==> config.mk <==
export PLATFORM = sky130hd
export DESIGN_NAME = piso_serializer_flat
export DESIGN_NICKNAME = d
export VERILOG_FILES = /design/src/rtl/piso_serializer_if.sv /design/src/rtl/piso_serializer.sv /design/src/flat_wrapper.sv
export SDC_FILE = /design/constraint.sdc
export NUM_CORES = 1
export LEC_CHECK = 0
export ABC_AREA = 1
export CAP_MARGIN = 20
export CELL_PAD_IN_SITES_DETAIL_PLACEMENT = 0
export CELL_PAD_IN_SITES_GLOBAL_PLACEMENT = 1
export CORE_MARGIN = 8
export CORE_UTILIZATION = 39
export CTS_CLUSTER_SIZE = 20
export DETAILED_ROUTE_END_ITERATION = 10
export GPL_TIMING_DRIVEN = 0
export PLACE_DENSITY = 0.92
export SYNTH_ARGS = -nofsm -noshare
export SYNTH_HDL_FRONTEND = slang
export SYNTH_SLANG_ARGS = --single-unit
==> constraint.sdc <==
create_clock -name clk -period 1.8 [get_ports clk]
set_input_delay 0.36 -clock clk [delete_from_list [all_inputs] [get_ports clk]]
set_output_delay 0.36 -clock clk [all_outputs]
set_load 0.05 [all_outputs]
==> src/rtl/piso_serializer_if.sv <==
// rtl/piso_serializer_if.sv - load handshake and serial output bundle for piso_serializer
interface piso_serializer_if #(
  parameter int WIDTH = 8
);
  logic [WIDTH-1:0] d_in;
  logic             load_valid;
  logic             load_ready;
  logic             sout;
  logic             busy;
  logic             done;

  // Requester side: offers words, observes the serial line and status.
  modport master (
    output d_in,
    output load_valid,
    input  load_ready,
    input  sout,
    input  busy,
    input  done
  );

  // Serializer side.
  modport slave (
    input  d_in,
    input  load_valid,
    output load_ready,
    output sout,
    output busy,
    output done
  );
endinterface

==> src/rtl/piso_serializer.sv <==
// rtl/piso_serializer.sv - MSB-first parallel-in serial-out shifter, optional even parity via PISO_PARITY_EN
module piso_serializer #(
  parameter int WIDTH = 8
) (
  input  logic               clk,
  input  logic               reset,
  piso_serializer_if.slave   bus
);

  localparam int CNT_W = $clog2(WIDTH + 2);
`ifdef PISO_PARITY_EN
  localparam int FRAME_BITS = WIDTH + 1;
`else
  localparam int FRAME_BITS = WIDTH;
`endif
  // bit_cnt holds how many frame bits have been put on sout, including the current one.
  localparam logic [CNT_W-1:0] LAST_CNT = CNT_W'(FRAME_BITS);
  localparam logic [CNT_W-1:0] ONE_CNT  = CNT_W'(1);

  typedef enum logic {
    IDLE  = 1'b0,
    SHIFT = 1'b1
  } state_t;

  state_t           state;
  logic [WIDTH-1:0] shift_reg;
  logic [CNT_W-1:0] bit_cnt;
  logic             sout_r;
  logic             busy_r;
  logic             ready_r;
  logic             done_r;
`ifdef PISO_PARITY_EN
  logic             parity_r;
`endif

  // Outputs are all registered; busy and load_ready are always written as a complementary pair.
  assign bus.sout       = sout_r;
  assign bus.busy       = busy_r;
  assign bus.load_ready = ready_r;
  assign bus.done       = done_r;

  // Frame FSM: the MSB is driven straight from d_in on the accepting edge, the rest come from shift_reg.
  always_ff @(posedge clk) begin
    if (!reset) begin
      state     <= IDLE;
      shift_reg <= '0;
      bit_cnt   <= '0;
      sout_r    <= 1'b1;
      busy_r    <= 1'b0;
      ready_r   <= 1'b1;
      done_r    <= 1'b0;
`ifdef PISO_PARITY_EN
      parity_r  <= 1'b0;
`endif
    end else begin
      done_r <= 1'b0;
      case (state)
        IDLE: begin
          if (bus.load_valid) begin
            state     <= SHIFT;
            sout_r    <= bus.d_in[WIDTH-1];
            shift_reg <= {bus.d_in[WIDTH-2:0], 1'b0};
            bit_cnt   <= ONE_CNT;
            busy_r    <= 1'b1;
            ready_r   <= 1'b0;
`ifdef PISO_PARITY_EN
            parity_r  <= ^bus.d_in;
`endif
          end
        end
        SHIFT: begin
          if (bit_cnt == LAST_CNT) begin
            state   <= IDLE;
            sout_r  <= 1'b1;
            busy_r  <= 1'b0;
            ready_r <= 1'b1;
            done_r  <= 1'b1;
            bit_cnt <= '0;
`ifdef PISO_PARITY_EN
          end else if (bit_cnt == CNT_W'(WIDTH)) begin
            sout_r  <= parity_r;
            bit_cnt <= bit_cnt + ONE_CNT;
`endif
          end else begin
            sout_r    <= shift_reg[WIDTH-1];
            shift_reg <= {shift_reg[WIDTH-2:0], 1'b0};
            bit_cnt   <= bit_cnt + ONE_CNT;
          end
        end
        default: begin
          state <= IDLE;
        end
      endcase
    end
  end

endmodule

==> src/flat_wrapper.sv <==
// flat-port wrapper written by rule: the top's interface ports become plain ports
module piso_serializer_flat 
#(
  parameter int WIDTH = 8
)
  (clk, reset, bus_d_in, bus_load_valid, bus_load_ready, bus_sout, bus_busy, bus_done);
  piso_serializer_if #(.WIDTH(WIDTH)) bus_i ();
  input  logic clk;
  input  logic reset;
  input wire logic [$bits(bus_i.d_in)-1:0] bus_d_in;
  input wire logic [$bits(bus_i.load_valid)-1:0] bus_load_valid;
  output wire logic [$bits(bus_i.load_ready)-1:0] bus_load_ready;
  output wire logic [$bits(bus_i.sout)-1:0] bus_sout;
  output wire logic [$bits(bus_i.busy)-1:0] bus_busy;
  output wire logic [$bits(bus_i.done)-1:0] bus_done;
  assign bus_i.d_in = bus_d_in;
  assign bus_i.load_valid = bus_load_valid;
  assign bus_load_ready = bus_i.load_ready;
  assign bus_sout = bus_i.sout;
  assign bus_busy = bus_i.busy;
  assign bus_done = bus_i.done;
  piso_serializer #(.WIDTH(WIDTH)) u_core (.clk(clk), .reset(reset), .bus(bus_i));
endmodule
==> reports/metrics.yaml, run 1 <==
final_area_mm2: 0.00102
cts_buffers: 3
netlist.top_cell.by_area: "dfxtp_1"
max-slew-margin-rel_pct: 66.2
fmax_mhz: 574
grt_max_degree: 11
finClkSkew_ns: 0.00843
leakage_nw: 0.463
synth_top_area_share_pct: 39.0
die_w_um: 61.9
gp_congestion: 0.793
cts_buffer_depth: 2
power.density_mw_per_mm2: 806
fin_crit_sh_pct: 96.9
initial_core_util_pct: 41.5
worst_ep_required_time_ns: 1.44
wl_met3_um: 68
routedWlPerCell_um: 11.1
path_class: "reg2out"
cts_hold_buf: 0
wl_met1_um: 840
critPathLaunchType: "flop"
clock_sinks: 16
finalSetupViolCount: 0
layout_min_cycle_time_ns: 1.74
netlist-cell-type-count: 19
dp_hpwl_mm: 1.26
worstMarginPinSlew_ns: 0.506
syn-num-nets: 120
antenna_found_initial: 0
status: "complete, no violations"
tns_ns: 0
fillCellCount: 197
ant_nets: 0
routed_wirelength_mm: 1.68
rsz0062_at_grt: "false"
cpMaxStageDelayCell: "clkdlybuf4s50_1"
hold_class: "in2reg"
path_max_fanout: 1
cts_resized: 2
place.port_buffers: 13
vias_per_cell: 4.72
finalMaxSlewViolations: 0
grt_use_total_pct: 10.4
grt_pass1_vias: 734
yosysWarningCount: 0
avgSynthCellArea_um2: 7.68
core_area_mm2: 0.00198
cp-end-kind: "primary output"
drv_cap: 0
drtIter0Drc: 15
yosysMostFrequentCell: "nand2_1"
seq_area_frac_synth_pct: 39.0
crit_arrival_ns: 1.38
peakVddDrop_mv: 0.418
antennaDiodeCount: 0
insertion_delay_ns: 0.29
largest_register_ffs: 7
crit_family: "buffers and inverters"
top_layer_used: "met4"
wl_met2_um: 755
grt_pass1_wl_mm: 3.03
h-tree-depth: 1
cts_root_buf: "clkbuf_4"
path_buf_inv: 1
cts_setup_buffers: 0
path_cells: "clkdlybuf4s50_1"
place_inst: 147
drtPass1Iterations: 4
syn_to_final_growth_pct: 24.4
drive_above_1_share_pct: 15.3
synth_flop_cell: "dfxtp_1"
syn_area_um2: 822
vias: 712
synth-seq-cells: 16
yosys-top-cells-count: "24 x nand2_1, 16 x dfxtp_1, 13 x a21oi_1, 11 x nor2_1, 9 x inv_1"
ios: 15
crit_path_max_incr_delay_ns: 0.79
die_h_um: 61.9
overflow: 0
stdcell_count: 151
postPlaceCellArea_um2: 986
seq_area_um2: 320
clkTransAtPathRegs_ns: 0.09
hold_viol: 0
holdWs_ns: 0.295
rows: 16
synth_edf_count: 0
drc: 0
tritoncts: "yes"
synthTopCellsByArea: "dfxtp_1 39%, nand2_1 11%, a21oi_1 7.9%"
syn_inst: 107
nNetsFinal: 138
multiInputGateArea_um2: 392
die-area_mm2: 0.00383
async_flop_share_pct: 0
-- cells by family (layout without fill, tap and decap cells) --
kind of cell    Yosys count  count (layout)  synth area share (%)
simple gates             51              51                  30.6
compound gates           20              20                  12.9
buf+inv                  17              34                  13.4
flops                    16              16                  39.0
fa+ha+maj                 2               2                  3.04
xor+xnor                  1               1                  1.07
-- where the power goes --
group | leakage [nW] | switching [mW] | total, mW | internal (mW)
registers | 0.132 | 0.0141 | 0.396 | 0.382
clock network | 0.0210 | 0.114 | 0.237 | 0.123
logic | 0.310 | 0.108 | 0.191 | 0.0837
total | 0.463 | 0.236 | 0.824 | 0.588
-- metrics by stage --
step | total power, mW | utilization (%) | setup slack, ns
after floorplan | 0.542 | - | 0.592
after global placement | 0.595 | 49.7 | 0.253
after detailed placement | 0.600 | 49.7 | 0.246
after CTS | 0.832 | 51.5 | 0.00740
after global routing | 0.876 | 51.6 | 0.00316
final | 0.824 | 51.6 | 0.0566
-- final timing paths --
path | from | endpoint | slack [ns] | cells after the start
max | u_core.bus.done | bus_done | 0.06 | 1
min | reset | u_core.bus.load_ready | 0.29 | 2
max reg2reg | u_core.bit_cnt[0] | u_core.shift_reg[2] | 0.43 | 7
min reg2reg | u_core.bus.sout | u_core.bus.sout | 0.48 | 2
-- layer usage --
layer  global-route usage (%)  vias up
li1                         -      378
met1                     12.5      321
met2                     17.1       11
met3                     2.67        2
met4                     3.90        0
met5                        0        -
-- placed cells by master (no fill, tap or decap) --
master,instances
nand2_1,24
dfxtp_1,16
a21oi_1,13
nor2_1,11
clkdlybuf4s50_1,10
inv_1,9
o21ai_0,5
buf_6,4
nand3_2,4
nand3_1,4
inv_2,3
clkbuf_4,3
nand2_4,2
nand3b_1,2
nor3_1,2
nand4_1,2
ha_1,2
dlygate4sd2_1,2
buf_12,1
a21oi_2,1
xor2_1,1
a22oi_1,1
clkbuf_8,1
dlymetal6s2s_1,1
-- final cells by class --
cell class,instances,area share (%)
Buffer,5,6.36
Clock buffer,4,3.55
Inverter,12,4.41
Multi-Input combinational cell,74,38.3
Sequential cell,16,31.3
Tap cell,27,3.30
Timing Repair Buffer,13,12.7
(Power assumes the default switching activity.)
==> run 2: changes to the inputs <==
--- a/config.mk
+++ b/config.mk
@@ -9,6 +9,7 @@
 export CAP_MARGIN = 20
 export CELL_PAD_IN_SITES_DETAIL_PLACEMENT = 0
 export CELL_PAD_IN_SITES_GLOBAL_PLACEMENT = 1
+export CORE_ASPECT_RATIO = 1.1
 export CORE_MARGIN = 8
 export CORE_UTILIZATION = 39
 export CTS_CLUSTER_SIZE = 20
==> run 2 against run 1 <==
Against the previous run: combinational power hardly changed; register-to-register slack about the same; sequential power is essentially flat; non-clock buffer count stayed put; design area stayed put; final cell count rose by 0.66%; worst setup slack improved by 0.20 ns; critical path depth unchanged; core utilization shrank 0.45 points; largest cell class unchanged.
==> reports/metrics.yaml, run 2 (synthesized netlist as in run 1, its figures left out) <==
status: "complete, no violations"
wl_met2_um: 769  # +1.9%
largest_register_ffs: 7  # unchanged
cp-end-kind: "primary output"
peakVddDrop_mv: 0.378  # -9.5%
p_clk_share_pct: 29.7  # +0.9 points
routed_wirelength_mm: 1.63  # -2.9%
intPower_mw: 0.588  # -0.10%
drtPass1Iterations: 4  # unchanged
die-area_mm2: 0.00383  # about the same
antenna_found_initial: 0  # unchanged
crit_path_max_incr_delay_ns: 0.53  # -0.26 ns
final_area_mm2: 0.00102  # unchanged
leakage_nw: 0.471  # +1.8%
cpMaxStageDelayCell: "dlygate4sd2_1"
holdWs_ns: 0.263  # -0.0318 ns
overflow: 0  # unchanged
antennaDiodeCount: 0  # unchanged
routedWlPerCell_um: 10.7  # -3.6%
finalPower_mw: 0.832  # +0.98%
worstRegToRegCells: 7  # unchanged
rrSetupSlack_ns: 0.42  # about the same
mostFrequentLayoutCell: "nand2_1"
swShare_pct: 29.4  # +0.76 points
power.switching_mw: 0.245  # +3.7%
grt_use_total_pct: 9.48  # -0.88 points
path_max_fanout: 2  # +1
place.port_buffers: 13  # unchanged
cts_buffers: 3  # unchanged
clock_sinks: 16  # unchanged
die_w_um: 59.8  # -3.4%
postPlaceCellArea_um2: 987  # +0.13%
finalMaxSlewViolations: 0  # unchanged
wl_met3_um: 72  # +5.9%
ios: 15  # unchanged
worstMarginPinSlew_ns: 0.501  # -0.00539 ns
insertion_delay_ns: 0.29  # about the same
max-slew-margin-rel_pct: 66.5  # +0.36 points
ant_nets: 0  # unchanged
rows: 17  # +1
die_h_um: 64.2  # +3.6%
fillCellCount: 214  # +8.6%
gp_congestion: 0.799  # +0.79%
seq_power_share_pct: 47.5  # -0.5 points
grt_pass1_wl_mm: 2.92  # -3.7%
hold_path_startpoint: "reset"
final_cell_mix: "24 x nand2_1, 16 x dfxtp_1, 13 x a21oi_1, 11 x nor2_1"
layout_min_cycle_time_ns: 1.54  # -0.200 ns
grt_max_degree: 11  # unchanged
worst_ep_required_time_ns: 1.44  # about the same
path_cells: "dlygate4sd2_1"
fmax_mhz: 648  # +13%
cts_hold_buf: 0  # unchanged
drtIter0Drc: 7  # -8
grt_pass1_vias: 709  # -3.4%
vias_per_cell: 4.71  # about the same
cts_root_buf: "clkbuf_4"
core_area_mm2: 0.00200  # +0.88%
top_layer_used: "met4"
wl_met1_um: 747  # -11%
hold_viol: 0  # unchanged
power.density_mw_per_mm2: 814  # +0.98%
rsz0062_at_grt: "false"
dp_hpwl_mm: 1.26  # +0.20%
cts_buffer_depth: 2  # unchanged
critPathLaunchType: "flop"
tritoncts: "yes"
h-tree-depth: 1  # unchanged
r2r_end: "u_core.shift_reg[4]"
crit_arrival_ns: 1.18  # -0.20 ns
tns_ns: 0  # unchanged
pwr-share-comb_pct: 22.8  # -0.4 points
fin_crit_sh_pct: 85.8  # -11 points
drv_cap: 0  # unchanged
r2r-start: "u_core.bit_cnt[0]"
syn_to_final_growth_pct: 24.4  # unchanged
clkTransAtPathRegs_ns: 0.10  # about the same
hold_depth: 2  # unchanged
path_buf_inv: 1  # unchanged
finalSetupViolCount: 0  # unchanged
nNetsFinal: 138  # unchanged
path_class: "reg2out"
crit_family: "buffers and inverters"
drive_above_1_share_pct: 15.3  # unchanged
initial_core_util_pct: 41.1  # -0.36 points
finClkSkew_ns: 0.00108  # -0.00735 ns
whs_endpoint: "u_core.bus.load_ready"
hold_class: "in2reg"
vias: 716  # +0.56%
drc: 0  # unchanged
run 2: through the flow:
| step | util (%) | setup WS, ns | instances |
|---|---|---|---|
| floorplan | - | 0.592 | 107 |
| global placement | 49.4 | 0.266 | 148 |
| detailed placement | 49.4 | 0.247 | 148 |
| CTS | 51.0 | 0.0179 | 152 |
| global route | 51.1 | 0.228 | 152 |
| finish | 51.1 | 0.256 | 152 |
run 2: power by group through the flow:
| stage | logic [mW] | clock network, mW | registers [mW] |
|---|---|---|---|
| detailed placement | 0.196 | 0 | 0.404 |
| floorplan | 0.120 | 0 | 0.422 |
| CTS | 0.192 | 0.249 | 0.395 |
| finish | 0.190 | 0.248 | 0.395 |
| global route | 0.214 | 0.262 | 0.399 |
| global placement | 0.192 | 0 | 0.403 |
run 2: final cells by class:
class | count | area, um2 | area share (%)
plain buffers | 5 | 65.1 | 6.36
clock buffers | 4 | 36.3 | 3.55
inverters | 12 | 45.0 | 4.41
multi-input cells | 74 | 392 | 38.3
flip-flops and latches | 16 | 320 | 31.3
well taps | 28 | 35.0 | 3.43
repair buffers | 13 | 129 | 12.6
run 2: worst max path at each step:
| stage | endpoint | start | cells past startpoint |
|---|---|---|---|
| finish | bus_load_ready | u_core.bus.load_ready | 1 |
| global route | bus_busy | u_core.bus.busy | 1 |
| CTS | bus_done | u_core.bus.done | 1 |
| detailed placement | u_core.shift_reg[4] | bus_load_valid | 5 |
| global placement | u_core.shift_reg[4] | bus_load_valid | 5 |
| floorplan | u_core.shift_reg[2] | u_core.bit_cnt[0] | 7 |
run 2: per-layer routing:
layer  up-vias  GRT usage [%]
met5         -              0
met3         4           2.20
met1       319           11.5
met4         0           5.37
met2        13           14.8
li1        380              -
run 2: repair_timing:
item,CTS,global route
setup endpoints to repair,3,1
gates cloned,0,0
pin swaps,0,0
resized for setup,3,1
buffers inserted,0,0
==> run 3: changes to the inputs <==
--- a/config.mk
+++ b/config.mk
@@ -15,7 +15,8 @@
 export CTS_CLUSTER_SIZE = 20
 export DETAILED_ROUTE_END_ITERATION = 10
 export GPL_TIMING_DRIVEN = 0
-export PLACE_DENSITY = 0.92
+export PLACE_DENSITY_LB_ADDON = 0.25
 export SYNTH_ARGS = -nofsm -noshare
 export SYNTH_HDL_FRONTEND = slang
 export SYNTH_SLANG_ARGS = --single-unit
+export TNS_END_PERCENT = 100
==> run 3 against run 2 <==
Against the previous run: core utilization is 0.25 points higher; fmax is 12% lower; global-route usage is 0.65 points higher; worst setup slack worse by 0.20 ns; clock power is 3% lower; clock skew is 0.0020 ns higher; register-to-register slack hardly changed; flip-flop and latch count stayed put; final cell count stayed put; worst hold slack better by 0.024 ns; critical path type unchanged.
==> reports/metrics.yaml, run 3 (synthesized netlist as in run 1, its figures left out) <==
place.port_buffers: 13  # unchanged
final_cell_mix: "24 x nand2_1, 16 x dfxtp_1, 13 x a21oi_1, 11 x nor2_1, 10 x clkdlybuf4s50_1"
multiInputGateArea_um2: 392  # unchanged
wl_met2_um: 844  # +9.8%
routed_wirelength_mm: 1.69  # +3.9%
cts_buffer_depth: 2  # unchanged
hold_viol: 0  # unchanged
fillCellCount: 220  # +2.8%
top_layer_used: "met4"
wl_met3_um: 54  # -25%
syn_to_final_growth_pct: 25.0
path_buf_inv: 1  # unchanged
routedWlPerCell_um: 11.1  # +3.9%
crit_path_max_incr_delay_ns: 0.79  # +0.26 ns
power.switching_mw: 0.240  # -1.9%
path_max_fanout: 1  # -1
crit_arrival_ns: 1.39  # +0.21 ns
peakVddDrop_mv: 0.437  # +15%
vias: 704  # -1.7%
vias_per_cell: 4.63  # -1.7%
fmax_mhz: 572  # -12%
cts_buffers: 3  # unchanged
wl_met1_um: 777  # +4.0%
tns_ns: 0  # unchanged
clock_sinks: 16  # unchanged
drv_cap: 0  # unchanged
p_clk_share_pct: 29.0  # -0.7 points
post-place-ws_ns: 0.254  # +0.00701 ns
grt_pass1_vias: 774  # +9.2%
path_cells: "clkdlybuf4s50_1"
largest_register_ffs: 7  # unchanged
mostFrequentLayoutCell: "nand2_1"
clkTransAtPathRegs_ns: 0.10  # about the same
path_class: "reg2out"
drtPass1Iterations: 3  # -1
cts_setup_buffers: 0  # unchanged
die-area_mm2: 0.00383  # unchanged
finClkSkew_ns: 0.00304  # +0.00196 ns
nNetsFinal: 138  # unchanged
antennaDiodeCount: 0  # unchanged
h-tree-depth: 1  # unchanged
rows: 17  # unchanged
die_w_um: 59.8  # unchanged
drtIter0Drc: 8  # +1
ant_nets: 0  # unchanged
gp_congestion: 0.746  # -6.7%
hold_path_startpoint: "reset"
r2r-start: "u_core.bit_cnt[0]"
fin_crit_sh_pct: 97.1  # +11 points
postPlaceCellArea_um2: 987  # unchanged
finalMaxSlewViolations: 0  # unchanged
initial_core_util_pct: 41.1  # unchanged
layout_min_cycle_time_ns: 1.75  # +0.204 ns
seq_area_um2: 320  # unchanged
drive_above_1_share_pct: 15.3  # unchanged
worstMarginPinSlew_ns: 0.503  # +0.00167 ns
worst_ep_required_time_ns: 1.44  # about the same
power.density_mw_per_mm2: 808  # -0.83%
cts_root_buf: "clkbuf_4"
swShare_pct: 28.9  # -0.46 points
crit_family: "buffers and inverters"
dp_hpwl_mm: 1.29  # +2.4%
critPathLaunchType: "flop"
final_area_mm2: 0.00103  # +0.49%
grt_pass1_wl_mm: 3.15  # +8.1%
insertion_delay_ns: 0.28  # about the same
drc: 0  # unchanged
fin_ws_ns: 0.0526  # -0.204 ns
leakage_nw: 0.461  # -2.0%
pwr-share-comb_pct: 23.3  # +0.5 points
max-slew-margin-rel_pct: 66.4  # -0.11 points
seq_power_share_pct: 47.7  # +0.2 points
status: "complete, no violations"
setup.worst_path.start: "u_core.bus.done"
ios: 15  # unchanged
rsz0062_at_grt: "false"
hold_class: "in2reg"
grt_use_total_pct: 10.1  # +0.65 points
cpMaxStageDelayCell: "clkdlybuf4s50_1"
finalSetupViolCount: 0  # unchanged
tritoncts: "yes"
antenna_found_initial: 0  # unchanged
overflow: 0  # unchanged
intPower_mw: 0.590  # +0.31%
grt_max_degree: 11  # unchanged
cp-end-kind: "primary output"
die_h_um: 64.2  # unchanged
core_area_mm2: 0.00200  # unchanged
[run 3: cell count changes in the layout (fill, tap and decap cells not counted)]
cell and delta:
dlygate4sd2_1 -2, clkdlybuf4s50_1 +1, dlymetal6s2s_1 +1
[run 3: final timing paths]
kind         cells after the start  slack [ns]               endpoint
max                              1        0.05               bus_done
min                              2        0.29  u_core.bus.load_ready
max reg2reg                      7        0.42    u_core.shift_reg[5]
min reg2reg                      2        0.48  u_core.bus.load_ready
[run 3: per-stage QoR]
stage,hold slack [ns],instances,util (%),power [mW]
final,0.287,152,51.4,0.830
after CTS,0.292,152,51.1,0.835
after global routing,0.285,152,51.4,0.881
after detailed placement,0.469,148,49.4,0.601
after global placement,0.459,148,49.4,0.598
after floorplan,0.451,107,-,0.542
[run 3: final cells by class]
cell class | instances | share of cell area, %
flip-flops and latches | 16 | 31.2
multi-input cells | 74 | 38.1
clock buffers | 4 | 3.53
well taps | 28 | 3.41
repair buffers | 13 | 13.0
inverters | 12 | 4.38
plain buffers | 5 | 6.33
[run 3: power by group through the flow]
stage / Clock, mW / Combinational, mW / Sequential (mW)
after floorplan: 0 / 0.120 / 0.422
after global placement: 0 / 0.195 / 0.403
after detailed placement: 0 / 0.197 / 0.404
after CTS: 0.243 / 0.196 / 0.396
after global routing: 0.265 / 0.216 / 0.400
final: 0.241 / 0.194 / 0.395
[run 3: layer usage]
layer,vias up,track usage (%)
met2,7,18.6
met5,-,0
li1,378,-
met1,317,11.1
met4,0,1.79
met3,2,2.80
[run 3: what timing repair did]
action | CTS | global route
hold buffers | 0 | 0
endpoints found under the hold margin | 0 | 0
endpoints found under the setup margin | 1 | 2
resized for setup | 1 | 2
==> RTL edit 1, RTL diff (config.mk and constraints of run 1) <==
Build with the macro `PISO_PARITY_EN` defined.
--- a/src/rtl/piso_serializer.sv
+++ b/src/rtl/piso_serializer.sv
@@ -1,3 +1,5 @@
 // rtl/piso_serializer.sv - MSB-first parallel-in serial-out shifter, optional even parity via PISO_PARITY_EN
+`define PISO_PARITY_EN
+
 module piso_serializer #(
   parameter int WIDTH = 8
Function: changed (a bounded check fails within 10 cycles, from zero or initial values and one cycle with reset low).
==> RTL edit 1 against run 1 <==
  * Global-route usage up 0.74 points
  * Die area grew 18%
  * Final area increased by 20%
  * Worst setup slack gained 0.22 ns
  * Synthesized cell count grew 49%
  * Critical path depth unchanged
  * Sequential cell count is 1 higher
  * Clock power shrank 14%
  * Total power rose by 2.9%
  * Synthesized area is 25% higher
  * Wire length rose by 35%
  * Largest power group unchanged
==> RTL edit 1: results (changes against run 1) <==
Status
  • Status: complete, no violations

Routing
  • Routed WL: 2260 µm (+35%)
  • Iteration-0 DRC Markers: 33 (+18)
  • DR vias: 975 (+37%)

Yosys
  • Top cells by area, synth: dfxtp_1 33%, nand2_1 19%, nor2_1 7.3%
  • Post-synthesis compound-gate area fraction: 8.40% (-4.5 points)
  • Synth Area in Adders: 0% (-3.0 points)
  • Post-Synth XOR/XNOR Area: 1.71% (+0.64 points)
  • Post-Syn Instances: 159 (+49%)
  • Synthesized netlist net count: 170 (+42%)
  • Synth cell types: 23 (+4)
  • Synth cell count leaders: 53 x nand2_1, 20 x nor2_1, 17 x dfxtp_1, 15 x inv_1, 11 x a21oi_1

GRT
  • Gr usage total: 11.1% (+0.74 points)
  • Number of global-route vias before repair: 953 (+30%)
  • Wire length of the first global-routing pass: 3940 µm (+30%)

Placed design
  • IO Port Bufs: 14 (+1)
  • RePlAce Congestion: 0.796 (+0.38%)
  • Dpl hpwl: 1780 µm (+42%)
  • Setup WS pre-CTS: 0.278 ns (+0.0321 ns)

Setup path
  • WP data arrival: 1.17 ns (-0.21 ns)
  • Max Fanout on Critical Path: 2 (+1)
  • Worst path slowest cell: dlygate4sd2_1

STA
  • Final worst clock skew: 0.00523 ns (-0.00320 ns)

Power and ir drop
  • Sequential power: 0.418 mW (+5.6%)
  • Lkg Pwr: 0.632 nW (+37%)

Final layout
  • Non-filler cells in the finished layout: 207 (+37%)
  • Filler cell count: 277 (+41%)
  • Final nets: 189 (+37%)
## RTL edit 1: path summary, 6_finish.rpt
path,start,endpoint,slack (ns)
max,u_core.bus.busy,bus_busy,0.27
min,u_core.bus.sout,u_core.bus.sout,0.48
max reg2reg,u_core.bit_cnt[0],u_core.shift_reg[4],0.62
min reg2reg,u_core.bus.sout,u_core.bus.sout,0.48
## RTL edit 1: cell type report
cell class | count | area share (%)
multi-input combinational | 117 | 46.5
sequential | 17 | 27.6
timing repair buffer | 14 | 11.3
inverter | 21 | 6.40
tap | 30 | 3.05
buffer | 4 | 2.85
clock buffer | 3 | 1.83
clock inverter | 1 | 0.407
## RTL edit 1: timing repair
item | in CTS | in global routing
setup endpoints to repair | 3 | 1
resized for setup | 3 | 1
hold buffers | 0 | 0
## RTL edit 1: routing by layer
layer | track usage, % | share of wire (%)
met5 | 0 | 0
met4 | 3.13 | 0.75
met3 | 3.64 | 3.3
met2 | 19.0 | 48
met1 | 13.0 | 47
==> RTL edit 2, RTL diff (config.mk and constraints of run 1) <==
Made on the original files. Make the reset (`reset`) asynchronous in one clocked block.
--- a/src/rtl/piso_serializer.sv
+++ b/src/rtl/piso_serializer.sv
@@ -41,5 +41,5 @@
 
   // Frame FSM: the MSB is driven straight from d_in on the accepting edge, the rest come from shift_reg.
-  always_ff @(posedge clk) begin
+  always_ff @(posedge clk or negedge reset) begin
     if (!reset) begin
       state     <= IDLE;
Function: differs if reset is asserted again (counterexample within 4 cycles, from zero or initial values and one cycle with reset low); with reset held inactive, the same outputs for 10 cycles.
==> RTL edit 2 against run 1 <==
  * Synthesized cell count fell by 8.4%
  * Final area decreased by 2.8%
  * Wire length is 7.9% lower
  * Sequential cell count stayed put
  * Non-clock buffer count is 3 lower
  * Synthesized area fell by 4.6%
  * Worst setup slack gained 0.039 ns
  * Register-to-register slack is essentially flat
  * Critical endpoint is now bus_sout
Power is not compared: it rests on default switching activity, and its combinational part moved more than twofold at a synthesized area within 25%.
==> RTL edit 2: results (changes against run 1) <==
Setup path
  • CP max stage delay: 0.54 ns (-0.25 ns)
  • Max Fanout on Critical Path: 2 (+1)
  • Worst path slowest cell: dfstp_2
  • WP data arrival: 1.34 ns (-0.04 ns)
  • Reg2reg start: u_core.bit_cnt[0]
  • R2R cell count: 7 (unchanged)
  • Critical R2R Capture: u_core.shift_reg[5]

STA
  • Worst slew margin: 51.6% (-15 points)
  • Final worst clock skew: 0.00171 ns (-0.00672 ns)
  • WHS: 0.463 ns (+0.168 ns)
  • Final WS setup: 0.0954 ns (+0.0388 ns)

Yosys
  • Top cells by area, synth: dfrtp_1 45%, nand2_1 22%, dfstp_2 6.7%
  • Synth cell count leaders: 45 x nand2_1, 14 x dfrtp_1, 10 x inv_1, 8 x nand3_1, 4 x nor2_1
  • Sequential element share of the synthesized area: 51.4% (+12 points)
  • Syn Area/Cell: 8.01 µm² (+4.2%)
  • Post-Synth XOR/XNOR Area: 1.12% (+0.051 points)
  • Async S/R FF share, synth: 100% (+100 points)
  • Post-synthesis compound-gate area fraction: 2.55% (-10 points)
  • Synth cell types: 16 (-3)

Min path
  • Tightest Hold Check Type: reg -> reg
  • Worst Hold Endpoint: u_core.bus.load_ready
  • WHS Path Cells: 2 (unchanged)
  • Worst Hold Launch: u_core.bus.load_ready

GRT
  • Met2 Resource Use GR: 16.3% (-0.84 points)
  • Gr usage total: 9.98% (-0.39 points)
  • Largest net degree at the start of global routing: 17 (+6)
  • GR Util met1: 11.9% (-0.60 points)
  • Number of global-route vias before repair: 637 (-13%)
  • Wire length of the first global-routing pass: 2790 µm (-7.8%)

Final layout
  • Final nets: 130 (-5.8%)
  • Filler cell count: 195 (-1.0%)
  • Ratio of cells with drive above 1 in the final layout: 9.48% (-5.8 points)

Placed design
  • IO Port Bufs: 14 (+1)
  • Setup WS pre-CTS: 0.135 ns (-0.111 ns)
  • RePlAce Congestion: 0.788 (-0.54%)
  • Dpl hpwl: 1140 µm (-9.1%)
  • Cell Area, Placed: 958 µm² (-2.8%)

Power and ir drop
  • Lkg Pwr: 0.551 nW

CTS
  • H-tree depth: 1 (unchanged)
  • Clk slew on worst S/H paths: 0.10 ns

Routing
  • Detailed Routing Iterations Pass 1: 4 (unchanged)
  • DR vias: 630 (-12%)
  • DR WL/cell: 10.8 µm (-2.7%)

Status
  • Status: complete, no violations
RTL edit 2: cell types whose count changed in the layout (fill, tap and decap cells not counted), sizes merged, moves of 3 or more:
cell / before / now
o21ai: 5 / 2
nand2: 26 / 48
a21oi: 14 / 2
dfrtp: 0 / 14
dfxtp: 16 / 0
nor2: 11 / 4
buf: 5 / 1
RTL edit 2: cells by family after synthesis:
| kind of cell | Yosys count |
|---|---|
| AND/OR/NAND/NOR | 64 |
| flip-flops | 16 |
| buffers and inverters | 11 |
| AO/OA/AOI/OAI | 4 |
| adder cells (fa/ha/maj) | 2 |
| XOR/XNOR | 1 |
RTL edit 2: repair_timing:
item                                   in CTS  in global routing
setup endpoints to repair                   3                  1
endpoints found under the hold margin       0                  0
hold buffers                                0                  0
gates resized for setup                     3                  1
pin swaps                                   0                  0
RTL edit 2: metal layers:
layer	up-vias	routed length, µm
met2	14	716
met1	273	714
met5	-	0
met3	0	112
met4	0	0
li1	343	-
RTL edit 2: layout make-up:
cell class	instances	area [µm²]	share of cell area, %
plain buffers	1	7.51	0.756
clock buffers	4	36.3	3.65
inverters	10	37.5	3.78
multi-input cells	71	337	33.9
flip-flops and latches	16	403	40.6
well taps	27	33.8	3.40
repair buffers	14	139	14.0
RTL edit 2: worst max-delay path by stage:
stage,from,to
6_report,u_core.bus.sout,bus_sout
5_1_grt,u_core.bus.load_ready,bus_load_ready
4_1_cts,u_core.bus.done,bus_done
3_5_place_dp,u_core.bus.load_ready,bus_load_ready
3_3_place_gp,u_core.bus.sout,bus_sout
2_1_floorplan,u_core.bit_cnt[0],u_core.shift_reg[2]
